===== config.mk =====
export PLATFORM = sky130hd
export DESIGN_NAME = frame_buffer_reader
export DESIGN_NICKNAME = d
export VERILOG_FILES = /design/src/rtl/frame_buffer_reader.sv
export SDC_FILE = /design/constraint.sdc
export NUM_CORES = 1
export LEC_CHECK = 0
export ABC_AREA = 1
export CELL_PAD_IN_SITES_DETAIL_PLACEMENT = 0
export CELL_PAD_IN_SITES_GLOBAL_PLACEMENT = 1
export CORE_MARGIN = 2
export CORE_UTILIZATION = 39
export DETAILED_ROUTE_END_ITERATION = 8
export GPL_TIMING_DRIVEN = 0
export PLACE_DENSITY = 0.84
export SLEW_MARGIN = 20
export SYNTH_ARGS = -nofsm -noshare
export SYNTH_HDL_FRONTEND = slang
export SYNTH_SLANG_ARGS = --single-unit

===== constraint.sdc =====
create_clock -name clk -period 6.1 [get_ports clk]
set_input_delay 1.83 -clock clk [delete_from_list [all_inputs] [get_ports clk]]
set_output_delay 1.83 -clock clk [all_outputs]
set_load 0.03 [all_outputs]

===== src/rtl/frame_buffer_reader.sv =====
// frame_buffer_reader
//   Reads one XWIDTH x YHEIGHT frame out of a double-buffered frame memory
//   and turns it into a raster-order valid/ready pixel stream for the
//   display side.
//   Buffer 0 starts at BASE_ADDR and buffer 1 follows it directly, with one
//   pixel per address.
//   Reads are issued through an in-order request/response port. Returned
//   pixels are prefetched into a small FIFO.
//
// Ports
//   clk, rst            clock, asynchronous active-high reset
//   start_frame,buf_sel begin a frame from the selected buffer (IDLE only)
//   busy, frame_done    frame in progress / one-cycle completion pulse
//   rd_req, rd_addr     read request and address (address held until granted)
//   rd_gnt              memory accepts the request this cycle
//   rd_valid, rd_data   read response, returned in request order
//   pix_valid/ready     output pixel handshake
//   pix_data            RGB888 colour {R,G,B}
//   pix_x, pix_y        pixel position
//   pix_sof/eol/eof     start of frame, end of line, end of frame markers
//   rd_err              sticky flag for a response with nothing outstanding
module frame_buffer_reader #(
  parameter int          XWIDTH     = 320,
  parameter int          YHEIGHT    = 240,
  parameter int          PIXWIDTH   = 24,
  parameter int          ADDR_W     = 24,
  parameter int unsigned BASE_ADDR  = 0,
  parameter int          FIFO_DEPTH = 4
) (
  input  logic                clk,
  input  logic                rst,
  input  logic                start_frame,
  input  logic                buf_sel,
  output logic                busy,
  output logic                frame_done,
  output logic                rd_req,
  output logic [ADDR_W-1:0]   rd_addr,
  input  logic                rd_gnt,
  input  logic                rd_valid,
  input  logic [PIXWIDTH-1:0] rd_data,
  output logic                pix_valid,
  input  logic                pix_ready,
  output logic [PIXWIDTH-1:0] pix_data,
  output logic [8:0]          pix_x,
  output logic [7:0]          pix_y,
  output logic                pix_sof,
  output logic                pix_eol,
  output logic                pix_eof,
  output logic                rd_err
);

  localparam int PTR_W = $clog2(FIFO_DEPTH);
  localparam int CNT_W = PTR_W + 1;

  localparam logic [8:0]        X_LAST    = 9'(XWIDTH - 1);
  localparam logic [7:0]        Y_LAST    = 8'(YHEIGHT - 1);
  localparam logic [ADDR_W-1:0] BUF0_ADDR = ADDR_W'(BASE_ADDR);
  localparam logic [ADDR_W-1:0] BUF1_ADDR = ADDR_W'(BASE_ADDR + XWIDTH * YHEIGHT);
  localparam logic [CNT_W-1:0]  DEPTH_C   = CNT_W'(FIFO_DEPTH);
  localparam logic [CNT_W-1:0]  CNT_ONE   = CNT_W'(1);
  localparam logic [PTR_W-1:0]  PTR_ONE   = PTR_W'(1);

  typedef enum logic [1:0] {S_IDLE, S_FETCH, S_DRAIN, S_DONE} state_t;

  state_t              state, state_next;
  logic [8:0]          req_x;
  logic [7:0]          req_y;
  logic [ADDR_W-1:0]   addr_q;
  logic [CNT_W-1:0]    outstanding;
  logic [CNT_W-1:0]    fifo_count;
  logic [PTR_W-1:0]    wr_ptr, rd_ptr;
  logic [PIXWIDTH-1:0] fifo_mem [FIFO_DEPTH];
  logic [8:0]          out_x;
  logic [7:0]          out_y;
  logic                err_q;

  logic start_acc, req_fire, req_last, rsp_fire, spurious, pix_fire, out_last;

  // Handshake decodes. A request is raised only when every slot that could
  // receive data (in flight or already buffered) still fits in the FIFO.
  // That is why the FIFO can never overflow.
  assign start_acc = (state == S_IDLE) && start_frame;
  assign rd_req    = (state == S_FETCH) && ((outstanding + fifo_count) < DEPTH_C);
  assign req_fire  = rd_req && rd_gnt;
  assign req_last  = (req_x == X_LAST) && (req_y == Y_LAST);
  assign rsp_fire  = rd_valid && (outstanding != '0);
  assign spurious  = rd_valid && (outstanding == '0);
  assign pix_valid = (fifo_count != '0);
  assign pix_fire  = pix_valid && pix_ready;
  assign out_last  = (out_x == X_LAST) && (out_y == Y_LAST);

  // Output stream fields come from the FIFO head and the output-side
  // position counters. They are gated so that an empty FIFO shows zeros.
  assign busy     = (state != S_IDLE);
  assign rd_addr  = addr_q;
  assign rd_err   = err_q;
  assign pix_data = pix_valid ? fifo_mem[rd_ptr] : '0;
  assign pix_x    = out_x;
  assign pix_y    = out_y;
  assign pix_sof  = pix_valid && (out_x == '0) && (out_y == '0);
  assign pix_eol  = pix_valid && (out_x == X_LAST);
  assign pix_eof  = pix_valid && out_last;

  // State register for the frame sequencer.
  always_ff @(posedge clk or posedge rst) begin
    if (rst) state <= S_IDLE;
    else     state <= state_next;
  end

  // Next-state logic. FETCH ends once the final address has been granted.
  // DRAIN waits for the final pixel to leave. DONE lasts one cycle and
  // produces the completion pulse.
  always_comb begin
    state_next = state;
    frame_done = 1'b0;
    unique case (state)
      S_IDLE:  if (start_frame) state_next = S_FETCH;
      S_FETCH: if (req_fire && req_last) state_next = S_DRAIN;
      S_DRAIN: if (pix_fire && out_last) state_next = S_DONE;
      S_DONE: begin
        frame_done = 1'b1;
        state_next = S_IDLE;
      end
      default: state_next = S_IDLE;
    endcase
  end

  // Request-side position and running address. The buffers are flat and
  // raster ordered, so the address only needs to step by one per grant.
  // The x/y counters are kept solely to spot the final request.
  always_ff @(posedge clk or posedge rst) begin
    if (rst) begin
      req_x  <= '0;
      req_y  <= '0;
      addr_q <= '0;
    end else if (start_acc) begin
      req_x  <= '0;
      req_y  <= '0;
      addr_q <= buf_sel ? BUF1_ADDR : BUF0_ADDR;
    end else if (req_fire) begin
      addr_q <= addr_q + ADDR_W'(1);
      if (req_x == X_LAST) begin
        req_x <= '0;
        req_y <= req_y + 8'd1;
      end else begin
        req_x <= req_x + 9'd1;
      end
    end
  end

  // Count of granted reads whose data has not yet come back. A response
  // with nothing outstanding is not counted here. It only raises rd_err.
  always_ff @(posedge clk or posedge rst) begin
    if (rst) begin
      outstanding <= '0;
    end else begin
      unique case ({req_fire, rsp_fire})
        2'b10:   outstanding <= outstanding + CNT_ONE;
        2'b01:   outstanding <= outstanding - CNT_ONE;
        default: outstanding <= outstanding;
      endcase
    end
  end

  // FIFO pointers and occupancy. A push and a pop in the same cycle are
  // both honoured, and in that case the occupancy is left unchanged.
  always_ff @(posedge clk or posedge rst) begin
    if (rst) begin
      wr_ptr     <= '0;
      rd_ptr     <= '0;
      fifo_count <= '0;
    end else begin
      if (rsp_fire) wr_ptr <= wr_ptr + PTR_ONE;
      if (pix_fire) rd_ptr <= rd_ptr + PTR_ONE;
      unique case ({rsp_fire, pix_fire})
        2'b10:   fifo_count <= fifo_count + CNT_ONE;
        2'b01:   fifo_count <= fifo_count - CNT_ONE;
        default: fifo_count <= fifo_count;
      endcase
    end
  end

  // FIFO storage. Contents are only ever visible through a valid head
  // entry, so the storage needs no reset.
  always_ff @(posedge clk) begin
    if (rsp_fire) fifo_mem[wr_ptr] <= rd_data;
  end

  // Output-side raster position. It advances on each accepted pixel,
  // independently of how far ahead the request side has run.
  always_ff @(posedge clk or posedge rst) begin
    if (rst) begin
      out_x <= '0;
      out_y <= '0;
    end else if (start_acc) begin
      out_x <= '0;
      out_y <= '0;
    end else if (pix_fire) begin
      if (out_x == X_LAST) begin
        out_x <= '0;
        out_y <= out_y + 8'd1;
      end else begin
        out_x <= out_x + 9'd1;
      end
    end
  end

  // Sticky protocol error flag. A stray response arriving in the same cycle
  // as an accepted start still leaves the flag set.
  always_ff @(posedge clk or posedge rst) begin
    if (rst) begin
      err_q <= 1'b0;
    end else begin
      if (start_acc) err_q <= 1'b0;
      if (spurious)  err_q <= 1'b1;
    end
  end

endmodule


==> reports/metrics.cfg <==
[die]
rows = 52
die_x_um = 147
core-area_sq_mm = 0.0202
die_area_sq_mm = 0.0217
die_y_um = 147
initial_core_util_pct = 39.6
ios = 104

[timing]
period_share_pct = 75.8
rsz0062_at_grt = false
hold_viol = 0
relSlewSlack_pct = 25.8
setup_tns_ns = 0
maxSlewViolCount = 0
tightest_slew_ns = 1.11
period_needed_ns = 4.62
skew_ns = 0.0210
setup_violations = 0
fmax_mhz = 216

[routing]
vias = 6243
ant_nets = 0
dr.pass1.iters = 5
drt_iter0_markers = 357
vias_per_cell = 4.93
wl_per_cell_um = 15.2
drt-total-wl_um = 19200
drc = 0

[global_routing]
antenna_found_initial = 0
grt-ovfl-total = 0
grt_max_degree = 54
grt_pass1_vias = 5986
grt_use_total_pct = 18.0
grt_pass1_wl_um = 31000

[power]
power_density_mw_per_mm2 = 474
p_leak_nw = 4.01
vdd_drop_max_mv = 0.212

[synth]
netlist.area_leader.share_pct = 35.9
ys_ff_latch = 167
postSynthAreaPerCell_sq_um = 9.34
ys_seq_area_share_pct = 58.1
synth_top_cell_by_area = edfxtp_1
netlist_area_sq_mm = 0.00802
synth_area_leaders = edfxtp_1 (36%), dfrtp_1 (22%), nor2_1 (8.2%)
ys.warnings.count = 0
syn_nets = 911
ys_types = 38
syn_inst = 859

[clock_tree]
cts.sinks = 167
htreeDepth = 4
cts_buffers = 17
clk_latency_ns = 0.43
cts_setup_buffers = 0
cts_tree = done
cts_buffer_depth = 2
holdBufCountCts = 0
cts_resized = 0
path_clk_slew_ns = 0.08
cts_root_buf = clkbuf_16

[setup_path]
critPathArrivalTime_ns = 2.79
worst-path-max-fanout = 10
path_cells = clkbuf_1 > inv_1 > buf_2 > clkbuf_1 > o21ai_0 > a21oi_1 > clkdlybuf4s50_1
cpMostUsedCell = clkbuf_1
start_kind = flip-flop
max_stage_delay_ns = 0.72
path_class = reg -> out
cp.required_ns = 4.27
endpoint_kind = output port
crit_slowest_cell = clkdlybuf4s50_1

[final_layout]
finish.utilization_pct = 50.1
final_cell_mix = nor2_1 (172), nand2_1 (131), clkdlybuf4s50_1 (103)
area_growth_pct = 26.3
nets = 1036
drive_gt1_share_pct = 7.32
fin_cells = 1267
antenna_cells = 0
final_common_cell = nor2_1

[placement]
finalWeightedCongestion = 0.860
port_buffers = 103
place_inst = 1235
dp_hpwl_um = 13400

[status]
status = finished clean

[worst_hold_path]
min_path_type = reg -> reg

[flow_run]
maxCapViolCount = 0

## critical path, delay by kind of cell, from the launching register on
kind                   cells  cell delay, ns
AO/OA/AOI/OAI              2            0.39
buffers and inverters      5            1.62
flip-flops                 1            0.38
## path summary, 6_finish.rpt
kind | slack, ns | to | startpoint | depth (start not counted)
hold reg to reg | 0.50 | rd_err | rd_err | 2
setup / recovery | 1.48 | pix_data[19] | rd_ptr[0] | 7
hold / removal | 0.50 | rd_err | rd_err | 2
min in group asynchronous | 1.69 | rd_err | rst | 2
setup reg to reg | 3.43 | fifo_count[2] | outstanding[0] | 7
max in group asynchronous | 3.83 | req_y[6] | rst | 3
## cell type report
cell class | instances | area [sq um]
fill | 1885 | 10100
sequential | 167 | 4660
multi-input combinational | 578 | 2920
timing repair buffer | 106 | 1110
clock buffer | 17 | 425
tap | 270 | 338
inverter | 85 | 322
clock inverter | 15 | 199
buffer | 29 | 156
## sequential cells by signal, indices dropped and copies added, names as in the netlist
| signal | cells |
|---|---|
| pix_x | 9 |
| state | 2 |
| rd_err | 1 |
| wr_ptr | 2 |
| fifo_count | 3 |
| req_y | 8 |
| rd_addr | 24 |
| outstanding | 3 |
| fifo_mem | 96 |
| req_x | 9 |
| rd_ptr | 2 |
| pix_y | 8 |
## power by group
part           internal [mW]  leakage, nW  switching [mW]
Sequential              1.45         1.82           0.141
Combinational          0.755         1.89            1.37
Clock                  0.563        0.302           0.525
## cells in the mapped netlist, drive strengths merged
library cell,instances
a21oi,46
a211oi,3
nand3b,3
o22ai,2
nand2,136
nor4,2
o21ai,88
edfxtp,96
dfrtp,71
inv,84
and3,1
nand4,19
xnor2,2
xor2,21
or2,2
clkbuf,16
o31ai,5
nor3b,2
buf,13
nor2,179
clkinv,1
fa,2
a31oi,3
ha,19
nor3,9
nand3,34
## stage by stage
stage	area, sq um	hold slack [ns]	setup slack, ns	power, mW
6_report	10100	0.497	1.48	4.80
5_1_grt	10100	0.542	1.29	5.11
4_1_cts	10100	0.498	1.44	4.85
3_5_place_dp	9500	0.466	1.91	3.75
3_3_place_gp	9390	0.474	1.00	3.68
2_1_floorplan	8020	0.468	2.07	2.93
## metal layers
| layer | wire length (um) | track usage [%] | part of all wire (%) |
|---|---|---|---|
| met5 | 0 | 0 | 0 |
| met4 | 98 | 3.51 | 0.51 |
| met3 | 899 | 3.09 | 4.7 |
| met2 | 9250 | 29.8 | 48 |
| met1 | 8970 | 25.4 | 47 |
## cells by family (layout without fill, tap and decap cells)
family          after synthesis  in the layout  share of synthesized area (%)
buf+inv                     114            252                           5.93
simple gates                387            387                           20.3
compound gates              147            147                           9.70
fa+ha+maj                    21             21                           3.46
flops                       167            167                           58.1
xor+xnor                     23             23                           2.51
(Power assumes the default switching activity.)
